`src/rtl/regfile_pkg.sv`:
```
// Shared constants and payload types for the register-file writeback path.
//   DEF_DATA_W / DEF_ADDR_W : default register data and address widths
//   REG_ZERO                : architectural x0, never written and never busy
//   wb_req_t                : one writeback payload {addr, data}
package regfile_pkg;

    localparam int unsigned DEF_DATA_W = 32;
    localparam int unsigned DEF_ADDR_W = 5;

    localparam logic [DEF_ADDR_W-1:0] REG_ZERO = '0;

    typedef struct packed {
        logic [DEF_ADDR_W-1:0] addr;
        logic [DEF_DATA_W-1:0] data;
    } wb_req_t;

endpackage

```
`src/rtl/rr_arb2.sv`:
```
// Two-input round-robin arbiter.
//   clk, rst_n : clock, asynchronous active-low reset
//   req_i[1:0] : request per port
//   gnt_o[1:0] : one-hot grant (combinational), zero when nothing requests
// last_gnt_q remembers the most recently granted port; on a conflict the
// other port wins. It resets to 1 so port 0 wins the first conflict.
module rr_arb2 (
    input  logic       clk,
    input  logic       rst_n,
    input  logic [1:0] req_i,
    output logic [1:0] gnt_o
);

    logic last_gnt_q;
    logic last_gnt_d;

    // Grant decode and pointer update
    always_comb begin
        gnt_o      = 2'b00;
        last_gnt_d = last_gnt_q;
        unique case (req_i)
            2'b01:   gnt_o = 2'b01;
            2'b10:   gnt_o = 2'b10;
            2'b11:   gnt_o = last_gnt_q ? 2'b01 : 2'b10;
            default: gnt_o = 2'b00;
        endcase
        if (|gnt_o) begin
            last_gnt_d = gnt_o[1];
        end
    end

    always_ff @(posedge clk or negedge rst_n) begin
        if (!rst_n) begin
            last_gnt_q <= 1'b1;
        end else begin
            last_gnt_q <= last_gnt_d;
        end
    end

endmodule

```
`src/rtl/regfile_wb_arbiter.sv`:
```
// Register-file writeback arbiter with pending-write scoreboard.
// Two writeback sources (port 0 = ALU, port 1 = load unit) share the single
// register-file write port. The winner is registered for one cycle and
// presented on AddrD/DataD/RegWEn. A busy bit per register lets the issue
// stage stall on read-after-write hazards.
//   Clk, RstN                     : clock, asynchronous active-low reset
//   Req{0,1}Valid/Addr/Data/Ready : writeback requests, Ready = grant (comb)
//   ClaimValid/ClaimAddr          : issue stage reserves a destination
//   RsA/RsB -> BusyA/BusyB        : pending-write query (comb)
//   FwdA/FwdB/FwdDataA/FwdDataB   : same-cycle bypass of the committing write
//   AddrD/DataD/RegWEn            : registered register-file write port
// Optional feature: define REGFILE_WB_BYPASS_EN to build the bypass
// comparators; otherwise the Fwd* outputs are tied to 0.
module regfile_wb_arbiter
    import regfile_pkg::*;
#(
    parameter int unsigned DATA_W = DEF_DATA_W,
    parameter int unsigned ADDR_W = DEF_ADDR_W
) (
    input  logic              Clk,
    input  logic              RstN,
    input  logic              Req0Valid,
    input  logic [ADDR_W-1:0] Req0Addr,
    input  logic [DATA_W-1:0] Req0Data,
    output logic              Req0Ready,
    input  logic              Req1Valid,
    input  logic [ADDR_W-1:0] Req1Addr,
    input  logic [DATA_W-1:0] Req1Data,
    output logic              Req1Ready,
    input  logic              ClaimValid,
    input  logic [ADDR_W-1:0] ClaimAddr,
    input  logic [ADDR_W-1:0] RsA,
    input  logic [ADDR_W-1:0] RsB,
    output logic              BusyA,
    output logic              BusyB,
    output logic              FwdA,
    output logic              FwdB,
    output logic [DATA_W-1:0] FwdDataA,
    output logic [DATA_W-1:0] FwdDataB,
    output logic [ADDR_W-1:0] AddrD,
    output logic [DATA_W-1:0] DataD,
    output logic              RegWEn
);

    localparam int unsigned NUM_REGS = 1 << ADDR_W;
    localparam logic [ADDR_W-1:0] ZERO_ADDR = ADDR_W'(REG_ZERO);

    logic [1:0]          gnt;
    logic [ADDR_W-1:0]   win_addr;
    logic [DATA_W-1:0]   win_data;

    logic [ADDR_W-1:0]   addr_q, addr_d;
    logic [DATA_W-1:0]   data_q, data_d;
    logic                wen_q, wen_d;
    logic [NUM_REGS-1:0] busy_q, busy_d;

    rr_arb2 u_arb (
        .clk   (Clk),
        .rst_n (RstN),
        .req_i ({Req1Valid, Req0Valid}),
        .gnt_o (gnt)
    );

    assign Req0Ready = gnt[0];
    assign Req1Ready = gnt[1];

    // Winning payload
    assign win_addr = gnt[1] ? Req1Addr : Req0Addr;
    assign win_data = gnt[1] ? Req1Data : Req0Data;

    // Write-port staging: address/data load on any grant, enable only for rd != x0
    always_comb begin
        addr_d = addr_q;
        data_d = data_q;
        wen_d  = 1'b0;
        if (|gnt) begin
            addr_d = win_addr;
            data_d = win_data;
            wen_d  = (win_addr != ZERO_ADDR);
        end
    end

    // Scoreboard: clear on commit first, then claim, so a same-address claim wins
    always_comb begin
        busy_d = busy_q;
        if (wen_q) begin
            busy_d[addr_q] = 1'b0;
        end
        if (ClaimValid && (ClaimAddr != ZERO_ADDR)) begin
            busy_d[ClaimAddr] = 1'b1;
        end
    end

    always_ff @(posedge Clk or negedge RstN) begin
        if (!RstN) begin
            addr_q <= '0;
            data_q <= '0;
            wen_q  <= 1'b0;
            busy_q <= '0;
        end else begin
            addr_q <= addr_d;
            data_q <= data_d;
            wen_q  <= wen_d;
            busy_q <= busy_d;
        end
    end

    assign AddrD  = addr_q;
    assign DataD  = data_q;
    assign RegWEn = wen_q;

    assign BusyA = busy_q[RsA];
    assign BusyB = busy_q[RsB];

`ifdef REGFILE_WB_BYPASS_EN
    // Committing write matches a source operand this cycle
    assign FwdA     = wen_q && (addr_q == RsA) && (RsA != ZERO_ADDR);
    assign FwdB     = wen_q && (addr_q == RsB) && (RsB != ZERO_ADDR);
    assign FwdDataA = data_q;
    assign FwdDataB = data_q;
`else
    assign FwdA     = 1'b0;
    assign FwdB     = 1'b0;
    assign FwdDataA = '0;
    assign FwdDataB = '0;
`endif

endmodule

```
`config.mk`:
```
export PLATFORM = sky130hd
export DESIGN_NAME = regfile_wb_arbiter
export DESIGN_NICKNAME = d
export VERILOG_FILES = /design/src/rtl/regfile_pkg.sv /design/src/rtl/rr_arb2.sv /design/src/rtl/regfile_wb_arbiter.sv
export SDC_FILE = /design/constraint.sdc
export NUM_CORES = 1
export LEC_CHECK = 0
export ABC_AREA = 1
export BUFFER_PORTS_ARGS = -buffer_cell sky130_fd_sc_hd__buf_2
export CAP_MARGIN = 0
export CORE_MARGIN = 5
export CORE_UTILIZATION = 51
export CTS_CLUSTER_SIZE = 16
export DETAILED_ROUTE_END_ITERATION = 16
export PLACE_DENSITY_LB_ADDON = 0.12
export SLEW_MARGIN = 20
export SYNTH_ARGS = -nofsm -noshare
export SYNTH_HDL_FRONTEND = slang
export SYNTH_SLANG_ARGS = --single-unit
```
`constraint.sdc`:
```
create_clock -name Clk -period 3.1 [get_ports Clk]
set_input_delay 0.62 -clock Clk [delete_from_list [all_inputs] [get_ports Clk]]
set_output_delay 0.62 -clock Clk [all_outputs]
set_load 0.05 [all_outputs]
```
==> metrics, run 1 <==
run status=finished, final reports clean; Yosys warning total=0; total wirelength of the detailed-routed design=11600 µm; LEAKAGE=2.56 nW; Num Clock Sinks=71; number of cells after detailed placement=789; most numerous cell in the Yosys netlist=sky130_fd_sc_hd__nand2_1; type of origin of the critical path=primary input; most instantiated flip-flop cell in the synthesis netlist=sky130_fd_sc_hd__dfrtp_1; IR drop worst, VDD=304 µV; # diodes=0; Final period util=78.1%; overflow left after global routing=0; layout cells sized above 1=23.7%; TritonCTS buffer count=9; floorplan die height=101 µm; share of the yosys chip area belonging to registers=42.1%; Initial Util=51.9%; critical path class=primary input to primary output; synthesized flop and latch total=71; vias in the first global route=3894; gp weighted congestion=0.862; Cells after Synth=564; cell count of the worst hold path=2; count of cells resized by post-cts repair=0; Pre-Repair DR Iteration Count=5; DPL Wire Length=9130 µm; CP peak stage delay=0.25 ns; Detail Route Antenna Nets=0; Worst Tran Pin Value=0.879 ns; I/O Pins=202; worst min-delay path class=register to register; count of routing violations after the opening detailed-route iteration=231; data required time at the worst endpoint=2.48 ns; number of antenna violations at the first check in global routing=0; cell depth of the worst flop-to-flop path=8; cell row count=33; number of unique standard cell types used by synthesis=20; number of slew-limit violations in the final report=0; post-route minimum period=2.42 ns; unrepaired setup endpoints after global routing=no; total number of H-tree levels=3; total power consumption of the routed design=3.08 mW; data arrival at the endpoint of the critical path=1.80 ns; reg-to-reg startpoint=u_arb.last_gnt_q; drt via density=4.99; capture point of the worst reg-to-reg path=RegWEn; Layout area overhead=14.2%; hold path endpoint=u_arb.last_gnt_q; x dimension of the die=101 µm; number of setup violations in the final report=0; pwr dens=638 nW/µm²; CTS root buffer=sky130_fd_sc_hd__clkbuf_8; clock tree from TritonCTS=done; leading cell types by total area after synthesis=sky130_fd_sc_hd__dfrtp_1, sky130_fd_sc_hd__nand2_1, sky130_fd_sc_hd__buf_4, sky130_fd_sc_hd__nand3_1, sky130_fd_sc_hd__o21ai_0; maximum operating frequency=413 MHz; detailed-route DRC error count=0; cell type contributing the most total cell area after synthesis=sky130_fd_sc_hd__dfrtp_1; Final TNS setup=0 ns; peak fanout along the critical path=17; count of hold-fix buffers inserted at cts=0; count of flip-flops with a built-in enable after synthesis=0; worst slew margin relative to its limit=41.4%; cell type with the highest occurrence count on the critical path=sky130_fd_sc_hd__nand2_1; count of buffers from port buffering=135; worst hold slack after final layout=0.482 ns; setup slack of the worst register-to-register path=1.38 ns; global router's overall resource usage=22.9%; Max-Cap Viols=0; Post-CTS Setup Repair Bufs=0; clock insertion delay at the later pin of the skew report=0.33 ns; first-pass GRT wire length=18700 µm; final-report hold violation count=0; via count=4002; proportion of register bits with asynchronous set or reset after synthesis=100%; maximum number of pins on one net before global-route repair=72; critical path, cell by cell=buf_2 -> inv_6 -> nand2_1 -> nand3_1 -> nand3_1 -> nand2_1 -> nand2_1 -> nand2_1 -> nand2_1 -> nand2_1 -> buf_2; largest buffer count on any clock path=2; area enclosed by the die boundary=10200 µm²; Worst Min Path Start=u_arb.last_gnt_q; final net count=789; Mapped Avg Cell Area=7.49 µm²; standard cell with the maximum stage delay on the critical path=sky130_fd_sc_hd__buf_2; Post-synth top cells=sky130_fd_sc_hd__nand2_1, sky130_fd_sc_hd__nand3_1, sky130_fd_sc_hd__dfrtp_1; register clock-pin slew on the reported worst setup and hold paths=0.06 ns; crit path capture type=primary output; non-filler cells, final=802; Core ar.=8130 µm²; Setup Skew=0.00854 ns; post-synth top area share=41.5%; post-DR wirelength/cell=14.4 µm; Synth Cell Area=4220 µm²
placed cells by master, fill, tap and decap left out:
cell                         n
sky130_fd_sc_hd__or2_1       5
sky130_fd_sc_hd__dfrtp_1    70
sky130_fd_sc_hd__clkbuf_8   10
sky130_fd_sc_hd__inv_6       2
sky130_fd_sc_hd__nand3_1   102
sky130_fd_sc_hd__o21ai_0    68
sky130_fd_sc_hd__o21a_1      1
sky130_fd_sc_hd__clkinv_2    2
sky130_fd_sc_hd__dfstp_2     1
sky130_fd_sc_hd__o21ai_2     4
sky130_fd_sc_hd__a21boi_2    1
sky130_fd_sc_hd__inv_1      17
sky130_fd_sc_hd__nand2_1   197
sky130_fd_sc_hd__buf_2     135
sky130_fd_sc_hd__nor2_2      1
sky130_fd_sc_hd__inv_2       3
sky130_fd_sc_hd__conb_1     66
sky130_fd_sc_hd__clkbuf_1    1
sky130_fd_sc_hd__nand2_2     1
sky130_fd_sc_hd__buf_4       5
sky130_fd_sc_hd__nor3_1      1
sky130_fd_sc_hd__nor2_1      4
per-layer routing:
layer | wire (µm) | vias to the layer above | track usage, %
met5 | 0 | - | 0
met4 | 198 | 0 | 7.26
met3 | 1110 | 18 | 6.92
met2 | 5610 | 196 | 37.3
met1 | 4630 | 1820 | 29.3
li1 | - | 1968 | -
power breakdown:
part	internal, mW	switching, mW
Combinational	0.286	0.785
Sequential	1.17	0.226
Clock	0.297	0.316
critical path: cells and delay by family:
kind	cells	cell delay, ns
AND/OR/NAND/NOR	8	0.54
buffers and inverters	3	0.62
how the worst max path moves through the flow:
stage                      start    end  slack (ns)
after floorplan           RsA[0]  BusyA        0.89
after global placement    RsB[0]  BusyB        0.72
after detailed placement  RsB[0]  BusyB        0.69
after CTS                 RsB[0]  BusyB        0.69
after global routing      RsB[0]  BusyB        0.51
final                     RsB[0]  BusyB        0.68
area by class of cell:
class / count / area, µm²
flip-flops and latches: 71 / 1780
clock buffers: 11 / 141
multi-input cells: 451 / 1960
repair buffers: 140 / 713
inverters: 22 / 92.6
fillers: 761 / 3310
clock inverters: 2 / 10.0
well taps: 105 / 131
stage by stage:
| stage | instance area (µm²) | worst slack, ns | util (%) |
|---|---|---|---|
| global route | 4820 | 0.507 | 59.3 |
| global placement | 4670 | 0.724 | 57.4 |
| finish | 4820 | 0.679 | 59.3 |
| detailed placement | 4670 | 0.694 | 57.4 |
| CTS | 4820 | 0.692 | 59.3 |
| floorplan | 4470 | 0.885 | - |
registers in the layout, summed over array words and instances, names as in the netlist:
register	count
u_arb.last_gnt_q	1
RegWEn	1
AddrD	5
busy_q	32
DataD	32
cell families (layout without fill, tap and decap cells):
kind of cell | Yosys count | count (layout) | synth area share, %
AND/OR/NAND/NOR | 311 | 311 | 31.1
buffers and inverters | 107 | 175 | 17.4
AO/OA/AOI/OAI | 74 | 74 | 9.33
flip-flops | 71 | 71 | 42.1
other | 1 | 66 | 0.0888
(Power assumes the default switching activity.)
==> run 2, diff against run 1 <==
CORE_UTILIZATION = 42   (was 51)
clock period = 2.1 ns   (was 3.1 ns; I/O delays follow)
==> run 2 against run 1 <==
Global-route usage decreased by 2.0 points; clock skew is 0.0033 ns lower; largest cell class unchanged; highest routed layer unchanged; combinational power grew 48%; flip-flop and latch count unchanged; sequential power increased by 54%; worst setup slack lost 0.56 ns; wire length up 9.8%.
==> metrics, run 2 (same netlist as run 1, synthesis figures left out) <==
smallest setup slack after layout=0.118 ns (-0.560 ns); Clock Power Share=24.0% (+4.1 points); peak fanout along the critical path=17 (unchanged); count of hold-fix buffers inserted at cts=0 (unchanged); startpoint of the most critical setup path=RsA[0]; clock insertion delay at the later pin of the skew report=0.34 ns (about the same); reg-to-reg startpoint=u_arb.last_gnt_q; total power consumption of the routed design=4.89 mW (+59%); worst min-delay path class=primary input to asynchronous set/reset pin; area occupied by registers=1780 µm² (unchanged); number of antenna violations at the first check in global routing=0 (unchanged); area taken by multi-input logic gates=1960 µm² (unchanged); final net count=789 (unchanged); clock tree from TritonCTS=done; register clock-pin slew on the reported worst setup and hold paths=0.07 ns (about the same); final cell utilization of the core=50.5% (-8.8 points); LEAKAGE=2.59 nW (+1.1%); Post-Place Setup Slack=0.129 ns (-0.565 ns); area enclosed by the die boundary=12200 µm² (+19%); post-DR wirelength/cell=15.2 µm (+5.7%); Core ar.=9770 µm² (+20%); pwr dens=990 nW/µm² (+55%); Initial Util=43.2% (-8.7 points); Post-CTS Setup Repair Bufs=0 (unchanged); maximum number of pins on one net before global-route repair=72 (unchanged); Num Clock Sinks=71 (unchanged); first-pass GRT wire length=19500 µm (+4.3%); Detail Route Antenna Nets=0 (unchanged); DPL Wire Length=10000 µm (+9.8%); crit path capture type=primary output; floorplan die height=110 µm (+9.2%); Layout area overhead=16.9%; Max-Cap Viols=0 (unchanged); number of inserted filler cells in the final layout=1035 (+36%); met1 Resource Use GR=26.9% (-2.3 points); unrepaired setup endpoints after global routing=no; gp weighted congestion=0.850 (-1.4%); count of routing violations after the opening detailed-route iteration=294 (+27%); total wirelength of the detailed-routed design=12700 µm (+9.8%); Final TNS setup=0 ns (unchanged); most crowded layer after global routing=met2; detailed-route DRC error count=0 (unchanged); global router's overall resource usage=20.9% (-2.0 points); via count=4024 (+0.55%); data arrival at the endpoint of the critical path=1.56 ns (-0.24 ns); count of buffers from port buffering=135 (unchanged); final-report hold violation count=0 (unchanged); TritonCTS buffer count=9 (unchanged); CTS root buffer=sky130_fd_sc_hd__clkbuf_8; maximum operating frequency=505 MHz; type of origin of the critical path=primary input; data required time at the worst endpoint=1.68 ns (-0.80 ns); non-filler cells, final=833 (+3.9%); GR met3 Demand/Resource=5.94% (-0.98 points); post-route minimum period=1.98 ns; Pre-Repair DR Iteration Count=4 (-1); x dimension of the die=110 µm (+9.2%); most common cell after layout, fill and taps aside=sky130_fd_sc_hd__nand2_1; total number of H-tree levels=3 (unchanged); portion of total power attributed to combinational logic=32.3% (-2.5 points); number of cells after detailed placement=817 (+3.5%); I/O Pins=202 (unchanged); cell row count=36 (+9.1%); Global Route met2 Usage=33.5% (-3.7 points); layout cells sized above 1=24.0% (+0.33 points); Final period util=94.4%; run status=finished, final reports clean; number of setup violations in the final report=0 (unchanged); drt via density=4.83 (-3.2%); share of total power in sequential cells=43.8% (-1.5 points); leading cell types in the layout, fill and taps excluded=sky130_fd_sc_hd__nand2_1, sky130_fd_sc_hd__buf_2, sky130_fd_sc_hd__nand3_1, sky130_fd_sc_hd__dfrtp_1, sky130_fd_sc_hd__o21ai_0; IR drop worst, VDD=425 µV (+40%); # diodes=0 (unchanged); critical path class=primary input to primary output; largest buffer count on any clock path=2 (unchanged); overflow left after global routing=0 (unchanged); Setup Skew=0.00521 ns (-0.00334 ns); Switching Power=2.07 mW (+56%); count of cells resized by post-cts repair=0 (unchanged); Cell Int Power=2.81 mW (+61%); vias in the first global route=3885 (-0.23%); switching portion of total power=42.4% (-0.67 points); number of slew-limit violations in the final report=0 (unchanged)
==> run 2: cell type report <==
cell class	count	share of cell area, %
timing repair buffer	140	14.8
multi-input combinational	451	39.6
clock buffer	10	2.59
tap	133	3.37
sequential	71	36.0
clock inverter	6	1.72
inverter	22	1.88
==> run 2: worst max-delay path, cell delays in order <==
cell,delay [ns]
sky130_fd_sc_hd__buf_2,0.30
sky130_fd_sc_hd__inv_6,0.11
sky130_fd_sc_hd__nand2_1,0.08
sky130_fd_sc_hd__nand3_1,0.07
sky130_fd_sc_hd__nand3_1,0.10
sky130_fd_sc_hd__nand2_1,0.06
sky130_fd_sc_hd__nand2_1,0.06
sky130_fd_sc_hd__nand2_1,0.05
sky130_fd_sc_hd__nand2_1,0.05
sky130_fd_sc_hd__nand2_1,0.05
sky130_fd_sc_hd__buf_2,0.20
==> run 2: path summary, 6_finish.rpt <==
path	endpoint	slack, ns	depth (start not counted)
max	BusyA	0.12	11
min	DataD[3]	0.08	2
max reg2reg	RegWEn	0.57	7
min reg2reg	u_arb.last_gnt_q	0.48	2
max in group asynchronous	u_arb.last_gnt_q	1.66	2
min in group Clk	DataD[16]	0.28	3
==> run 2: power by group through the flow <==
stage | sequential [mW] | clock [mW] | combinational (mW)
finish | 2.14 | 1.17 | 1.58
global route | 2.17 | 1.25 | 1.76
CTS | 2.13 | 1.20 | 1.58
detailed placement | 2.15 | 0 | 1.59
global placement | 2.16 | 0 | 1.57
floorplan | 2.23 | 0 | 1.03
==> run 2: metrics by stage <==
step	cell area [µm²]	hold slack, ns
after floorplan	4470	0.124
after global placement	4720	0.463
after detailed placement	4720	0.467
after CTS	4930	0.105
after global routing	4940	0.115
final	4940	0.0783
==> run 2: routing by layer <==
metal,up-vias,wire length (µm),share of wire [%]
met5,-,0,0
met2,155,6030,47
met1,1877,5340,42
met3,21,1060,8.4
li1,1971,-,-
met4,0,261,2.1
